### src/rtl/reg_wb_queue_if.sv
// Write-request channel from the datapath into the register-file writeback queue.
interface reg_wb_queue_if;
    logic       WR_VALID;
    logic [1:0] WR_SEL;
    logic [3:0] WR_DATA;
    logic       WR_READY;

    modport master (output WR_VALID, output WR_SEL, output WR_DATA, input WR_READY);
    modport slave  (input WR_VALID, input WR_SEL, input WR_DATA, output WR_READY);
endinterface

### src/rtl/reg_wb_queue.sv
// Write-port driver for the 4x4 register file: writeback FIFO, post-reset zeroing
// sweep, value-preserving refresh writes and forwarding of queued write data.
module reg_wb_queue #(
    parameter int unsigned DEPTH = 4,
    localparam int unsigned CW = $clog2(DEPTH + 1)
) (
    input  logic          clk,
    input  logic          rst,
    reg_wb_queue_if.slave wr,
    input  logic          WB_STALL,
    output logic [1:0]    RF_SEL_W,
    output logic [3:0]    RF_DATA,
    output logic [1:0]    RF_SEL_R,
    input  logic [3:0]    RF_OUT,
    input  logic [1:0]    FWD_SEL,
    output logic          FWD_HIT,
    output logic [3:0]    FWD_DATA,
    output logic [3:0]    PENDING,
    output logic [CW-1:0] COUNT,
    output logic          BUSY
);

    localparam int unsigned PW = (DEPTH > 1) ? $clog2(DEPTH) : 1;

    typedef enum logic {CLEAR, RUN} state_t;

    state_t        state_q, state_d;
    logic [1:0]    cp_q, cp_d;
    logic [1:0]    rp_q, rp_d;
    logic [PW-1:0] head_q, tail_q;
    logic [CW-1:0] count_q;
    logic [1:0]    sel_mem  [DEPTH];
    logic [3:0]    data_mem [DEPTH];
    logic          wr_ready_c;
    logic          pop_c;
    logic          push_c;
    logic          run_c;

    // State, pointers and occupancy; reset discards every queued entry.
    always_ff @(posedge clk) begin
        if (rst) begin
            state_q <= CLEAR;
            cp_q    <= 2'd0;
            rp_q    <= 2'd0;
            head_q  <= '0;
            tail_q  <= '0;
            count_q <= '0;
        end else begin
            state_q <= state_d;
            cp_q    <= cp_d;
            rp_q    <= rp_d;
            if (push_c) tail_q <= tail_q + PW'(1);
            if (pop_c)  head_q <= head_q + PW'(1);
            case ({push_c, pop_c})
                2'b10:   count_q <= count_q + CW'(1);
                2'b01:   count_q <= count_q - CW'(1);
                default: count_q <= count_q;
            endcase
        end
    end

    // Queue storage needs no reset; validity is tracked by head/count.
    always_ff @(posedge clk) begin
        if (push_c) begin
            sel_mem[tail_q]  <= wr.WR_SEL;
            data_mem[tail_q] <= wr.WR_DATA;
        end
    end

    // Next state and write-port drive: sweep, commit head, or refresh a register.
    always_comb begin
        state_d    = state_q;
        cp_d       = cp_q;
        rp_d       = rp_q;
        BUSY       = 1'b0;
        wr_ready_c = 1'b0;
        pop_c      = 1'b0;
        RF_SEL_W   = 2'd0;
        RF_DATA    = 4'd0;
        if (rst) begin
            BUSY = 1'b1;
        end else begin
            case (state_q)
                CLEAR: begin
                    BUSY     = 1'b1;
                    RF_SEL_W = cp_q;
                    cp_d     = cp_q + 2'd1;
                    if (cp_q == 2'd3) state_d = RUN;
                end
                RUN: begin
                    wr_ready_c = (count_q < CW'(DEPTH));
                    if ((count_q != '0) && !WB_STALL) begin
                        pop_c    = 1'b1;
                        RF_SEL_W = sel_mem[head_q];
                        RF_DATA  = data_mem[head_q];
                    end else begin
                        RF_SEL_W = rp_q;
                        RF_DATA  = RF_OUT;
                        rp_d     = rp_q + 2'd1;
                    end
                end
                default: state_d = CLEAR;
            endcase
        end
    end

    assign push_c      = wr.WR_VALID & wr_ready_c;
    assign run_c       = !rst && (state_q == RUN);
    assign wr.WR_READY = wr_ready_c;
    assign RF_SEL_R    = RF_SEL_W;
    assign COUNT       = count_q;

    // Scan oldest to youngest so the youngest matching entry wins the forward.
    always_comb begin
        logic [PW-1:0] idx;
        idx      = '0;
        FWD_HIT  = 1'b0;
        FWD_DATA = 4'd0;
        PENDING  = 4'd0;
        for (int unsigned i = 0; i < DEPTH; i++) begin
            idx = head_q + PW'(i);
            if (CW'(i) < count_q) begin
                PENDING[sel_mem[idx]] = 1'b1;
                if (run_c && (sel_mem[idx] == FWD_SEL)) begin
                    FWD_HIT  = 1'b1;
                    FWD_DATA = data_mem[idx];
                end
            end
        end
    end

endmodule

### src/flat_wrapper.sv
// flat-port wrapper written by rule: the top's interface ports become plain ports
module reg_wb_queue_flat 
#(
    parameter int unsigned DEPTH = 4,
    localparam int unsigned CW = $clog2(DEPTH + 1)
)
  (clk, rst, WB_STALL, RF_SEL_W, RF_DATA, RF_SEL_R, RF_OUT, FWD_SEL, FWD_HIT, FWD_DATA, PENDING, COUNT, BUSY, wr_WR_VALID, wr_WR_SEL, wr_WR_DATA, wr_WR_READY);
  reg_wb_queue_if wr_i ();
  input  logic clk;
  input  logic rst;
  input  logic WB_STALL;
  output logic [1:0] RF_SEL_W;
  output logic [3:0] RF_DATA;
  output logic [1:0] RF_SEL_R;
  input  logic [3:0] RF_OUT;
  input  logic [1:0] FWD_SEL;
  output logic FWD_HIT;
  output logic [3:0] FWD_DATA;
  output logic [3:0] PENDING;
  output logic [CW-1:0] COUNT;
  output logic BUSY;
  input wire logic [$bits(wr_i.WR_VALID)-1:0] wr_WR_VALID;
  input wire logic [$bits(wr_i.WR_SEL)-1:0] wr_WR_SEL;
  input wire logic [$bits(wr_i.WR_DATA)-1:0] wr_WR_DATA;
  output wire logic [$bits(wr_i.WR_READY)-1:0] wr_WR_READY;
  assign wr_i.WR_VALID = wr_WR_VALID;
  assign wr_i.WR_SEL = wr_WR_SEL;
  assign wr_i.WR_DATA = wr_WR_DATA;
  assign wr_WR_READY = wr_i.WR_READY;
  reg_wb_queue #(.DEPTH(DEPTH)) u_core (.clk(clk), .rst(rst), .wr(wr_i), .WB_STALL(WB_STALL), .RF_SEL_W(RF_SEL_W), .RF_DATA(RF_DATA), .RF_SEL_R(RF_SEL_R), .RF_OUT(RF_OUT), .FWD_SEL(FWD_SEL), .FWD_HIT(FWD_HIT), .FWD_DATA(FWD_DATA), .PENDING(PENDING), .COUNT(COUNT), .BUSY(BUSY));
endmodule
### config.mk
export PLATFORM = sky130hd
export DESIGN_NAME = reg_wb_queue_flat
export DESIGN_NICKNAME = d
export VERILOG_FILES = /design/src/rtl/reg_wb_queue_if.sv /design/src/rtl/reg_wb_queue.sv /design/src/flat_wrapper.sv
export SDC_FILE = /design/constraint.sdc
export NUM_CORES = 1
export LEC_CHECK = 0
export BUFFER_PORTS_ARGS = -buffer_cell sky130_fd_sc_hd__buf_4
export CAP_MARGIN = 15
export CORE_MARGIN = 5
export CORE_UTILIZATION = 50
export CTS_CLUSTER_DIAMETER = 80
export DETAILED_ROUTE_END_ITERATION = 8
export GPL_TIMING_DRIVEN = 1
export PLACE_DENSITY = 0.72
export REMOVE_ABC_BUFFERS = 1
export SLEW_MARGIN = 30
export SYNTH_ARGS = -nofsm -noshare
export SYNTH_HDL_FRONTEND = slang
export SYNTH_SLANG_ARGS = --single-unit
### constraint.sdc
create_clock -name clk -period 2.12 [get_ports clk]
set_input_delay 0.212 -clock clk [delete_from_list [all_inputs] [get_ports clk]]
set_output_delay 0.212 -clock clk [all_outputs]
set_load 0.005 [all_outputs]
==> impl_metrics.env <==
export IMPL_status="finished, violations left"
export IMPL_violations="setup timing"
export IMPL_hold_class="input pin to flop"
export IMPL_rsz0062_at_grt="yes"
export IMPL_start_util_pct=51.51
export IMPL_fin_skew_ps=5.267
export IMPL_ant_nets=0
export IMPL_clkTransAtPathRegs_ps=70
export IMPL_cts_sinks=38
export IMPL_drive_above_1_share_pct=48.26
export IMPL_r2r_start="u_core.COUNT[1]"
export IMPL_grt_pass1_wl_um=9749
export IMPL_hold_path_end="u_core.sel_mem[0][1]"
export IMPL_fp_dieArea_um2=6850
export IMPL_min_path_cells=1
export IMPL_core_rowCount=26
export IMPL_worstPathCellList="mux4_2, xor2_1, or4_4, nor3b_2, o221a_1, buf_4"
export IMPL_cts_htree_levels=2
export IMPL_cts_buffer_depth=2
export IMPL_area_delta_synth_final_pct=33.46
export IMPL_crit_fanout=5
export IMPL_finalSetupViolCount=13
export IMPL_worst_pin_slew_ps=421.4
export IMPL_worst_slack_ps=-574.6
export IMPL_p_leak_nw=1.357
export IMPL_die_h_um=82.77
export IMPL_final_setup_tns_ps=-3813
export IMPL_antenna_found_initial=0
export IMPL_syn_cell_area_um2=2648
export IMPL_grt_max_degree=17
export IMPL_placeableCoreArea_um2=5140
export IMPL_cts_tree="built"
export IMPL_num_antenna_cells=0
export IMPL_min_delay_start="wr_WR_SEL[1]"
export IMPL_fin_crit_sh_pct=127.1
export IMPL_fillers=391
export IMPL_gp_congestion=0.7989
export IMPL_wire_per_inst_um=16.71
export IMPL_port_buffers=37
export IMPL_synthTopCellsByArea="edfxtp_1 27%, mux4_2 17%, dfxtp_1 11%"
export IMPL_design_power_total_mw=1.741
export IMPL_drc=0
export IMPL_drt_iter0_drc=120
export IMPL_dp_cells=335
export IMPL_synth_seq_cells=38
export IMPL_drt_first_pass_iters=4
export IMPL_synth_top_flop_cell="edfxtp_1"
export IMPL_final_common_cell="buf_4"
export IMPL_clkLatencyLatePin_ps=290
export IMPL_cellPowerDensity_nw_per_um2=492.8
export IMPL_max_freq_mhz=371.1
export IMPL_grt_overflow=0
export IMPL_synth_cells=210
export IMPL_cts_buffers_inserted=5
export IMPL_synth_edff_count=24
export IMPL_critPathSlowestCell="or4_4"
export IMPL_ys_seq_area_share_pct=37.81
export IMPL_syn_avg_cell_area_um2=12.61
export IMPL_slowest_delay_ps=540
export IMPL_stdcell_count=358
export IMPL_multi_input_area_um2=1624
export IMPL_viasPerCell=5.628
export IMPL_track_usage_pct=19.10
export IMPL_dp_hpwl_um=4450
export IMPL_placed_area_um2=3183
export IMPL_slew_headroom_pct=71.61
export IMPL_cts_root_buf="clkbuf_8"
export IMPL_finalHoldViolCount=0
export IMPL_ys_types=42
export IMPL_cp_arrival_ps=2480
export IMPL_layout_nets=313
export IMPL_reg2reg_slack_ps=210
export IMPL_vias=2015
export IMPL_worst_setup_path_start_kind="flop"
export IMPL_end_kind="primary output"
export IMPL_io_pins=38
export IMPL_synth_largest_area_cell="edfxtp_1"
export IMPL_cp_required_ps=1910
export IMPL_final_seq_area_um2=1007
export IMPL_synthArstFlopShare_pct=0
export IMPL_first_global_vias=1942
export IMPL_mostFrequentLayoutCells="77 x buf_4, 24 x edfxtp_1, 23 x nor2_1"
export IMPL_ir_drop_v=0.0004454
export IMPL_worst_r2r_endpoint="u_core.COUNT[2]"
export IMPL_drt_total_wl_um=5983
export IMPL_crit_type="flop to primary output"
export IMPL_yosysTopAreaCellShare_pct=27.22
export IMPL_yosysWarnings=0
export IMPL_drv_slew=0
export IMPL_period_needed_ps=2695
export IMPL_max_cap_violations=0
export IMPL_die_w_um=82.77
export IMPL_rr_worst_depth=8
export IMPL_final_area_um2=3533
cells in the mapped netlist (5+ instances only):
library cell and number:
mux2i_1 11, xor2_1 12, nor2_1 23, nand2_1 8, dfxtp_1 14, inv_1 6, nand2b_1 7, edfxtp_1 24
ha_1 10, mux4_2 20, o21ai_0 5, buf_4 5
kinds of logic after synthesis:
logic type	count (synthesis)	synth area share, %
and+or+nand+nor	61	13.89
DFF	38	37.81
muxes	37	25.99
AOI/OAI and AO/OA	28	8.317
buffers and inverters	20	3.970
xor gates and xnor gates	16	5.293
adders and majority gates	10	4.726
sequential cells by signal, indices dropped and copies added, names as in the netlist, named ones only:
name / count
u_core.sel_mem: 8
u_core.tail_q: 2
u_core.COUNT: 3
u_core.data_mem: 16
u_core.cp_q: 2
u_core.head_q: 2
u_core.state_q: 1
u_core.rp_q: 2
worst max-delay path: cells and delay by family (launching register included):
kind / cells / cell delay, ps
compound gates: 1 / 200
simple gates: 2 / 740
xor+xnor: 1 / 160
buf+inv: 1 / 110
mux: 1 / 510
flops: 1 / 480
per-layer routing:
| metal | vias to the layer above | global-route usage, % | wire length [µm] |
|---|---|---|---|
| li1 | 969 | - | - |
| met1 | 987 | 26.28 | 2680 |
| met2 | 51 | 30.45 | 2946 |
| met3 | 8 | 3.796 | 291 |
| met4 | 0 | 6.046 | 65 |
| met5 | - | 0 | 0 |
what timing repair did:
action / in CTS / in global routing
hold buffers: 0 / 0
gates resized for setup: 13 / 11
pin swaps: 9 / 7
setup endpoints to repair: 13 / 16
buffers inserted: 10 / 5
gates cloned: 1 / 0
stage by stage:
| stage | setup slack [ps] | util (%) | hold WS [ps] |
|---|---|---|---|
| after floorplan | -633.5 | - | 281.1 |
| after global placement | -254.2 | 61.93 | 413.7 |
| after detailed placement | -276.1 | 61.93 | 417.4 |
| after CTS | -585.1 | 67.33 | 112.2 |
| after global routing | -678.5 | 68.74 | 109.6 |
| final | -574.6 | 68.74 | 124.2 |
final cells by class:
class                      count  share of cell area (%)
multi-input combinational    153                   45.96
sequential                    38                   28.51
timing repair buffer          83                   18.52
clock buffer                   7                   3.045
tap                           70                   2.479
clock inverter                 1                  0.8499
inverter                       6                  0.6374
power by group:
| group | internal, mW | total, mW | switching [mW] |
|---|---|---|---|
| Sequential | 0.803 | 0.818 | 0.0154 |
| Combinational | 0.113 | 0.213 | 0.101 |
| Clock | 0.454 | 0.710 | 0.256 |
| Total | 1.37 | 1.74 | 0.372 |
how the worst max path moves through the flow:
| stage | start | to | slack (ps) | cells after the start |
|---|---|---|---|---|
| floorplan | u_core.head_q[0] | FWD_DATA[2] | -630 | 5 |
| CTS | u_core.sel_mem[0][1] | FWD_DATA[1] | -590 | 7 |
| finish | u_core.sel_mem[0][1] | FWD_DATA[1] | -570 | 6 |
| global placement | u_core.sel_mem[3][0] | FWD_DATA[2] | -250 | 6 |
| global route | u_core.sel_mem[0][1] | FWD_DATA[0] | -680 | 6 |
| detailed placement | u_core.head_q[1] | FWD_DATA[2] | -280 | 7 |
No activity file was read; power rests on OpenSTA's default activity.
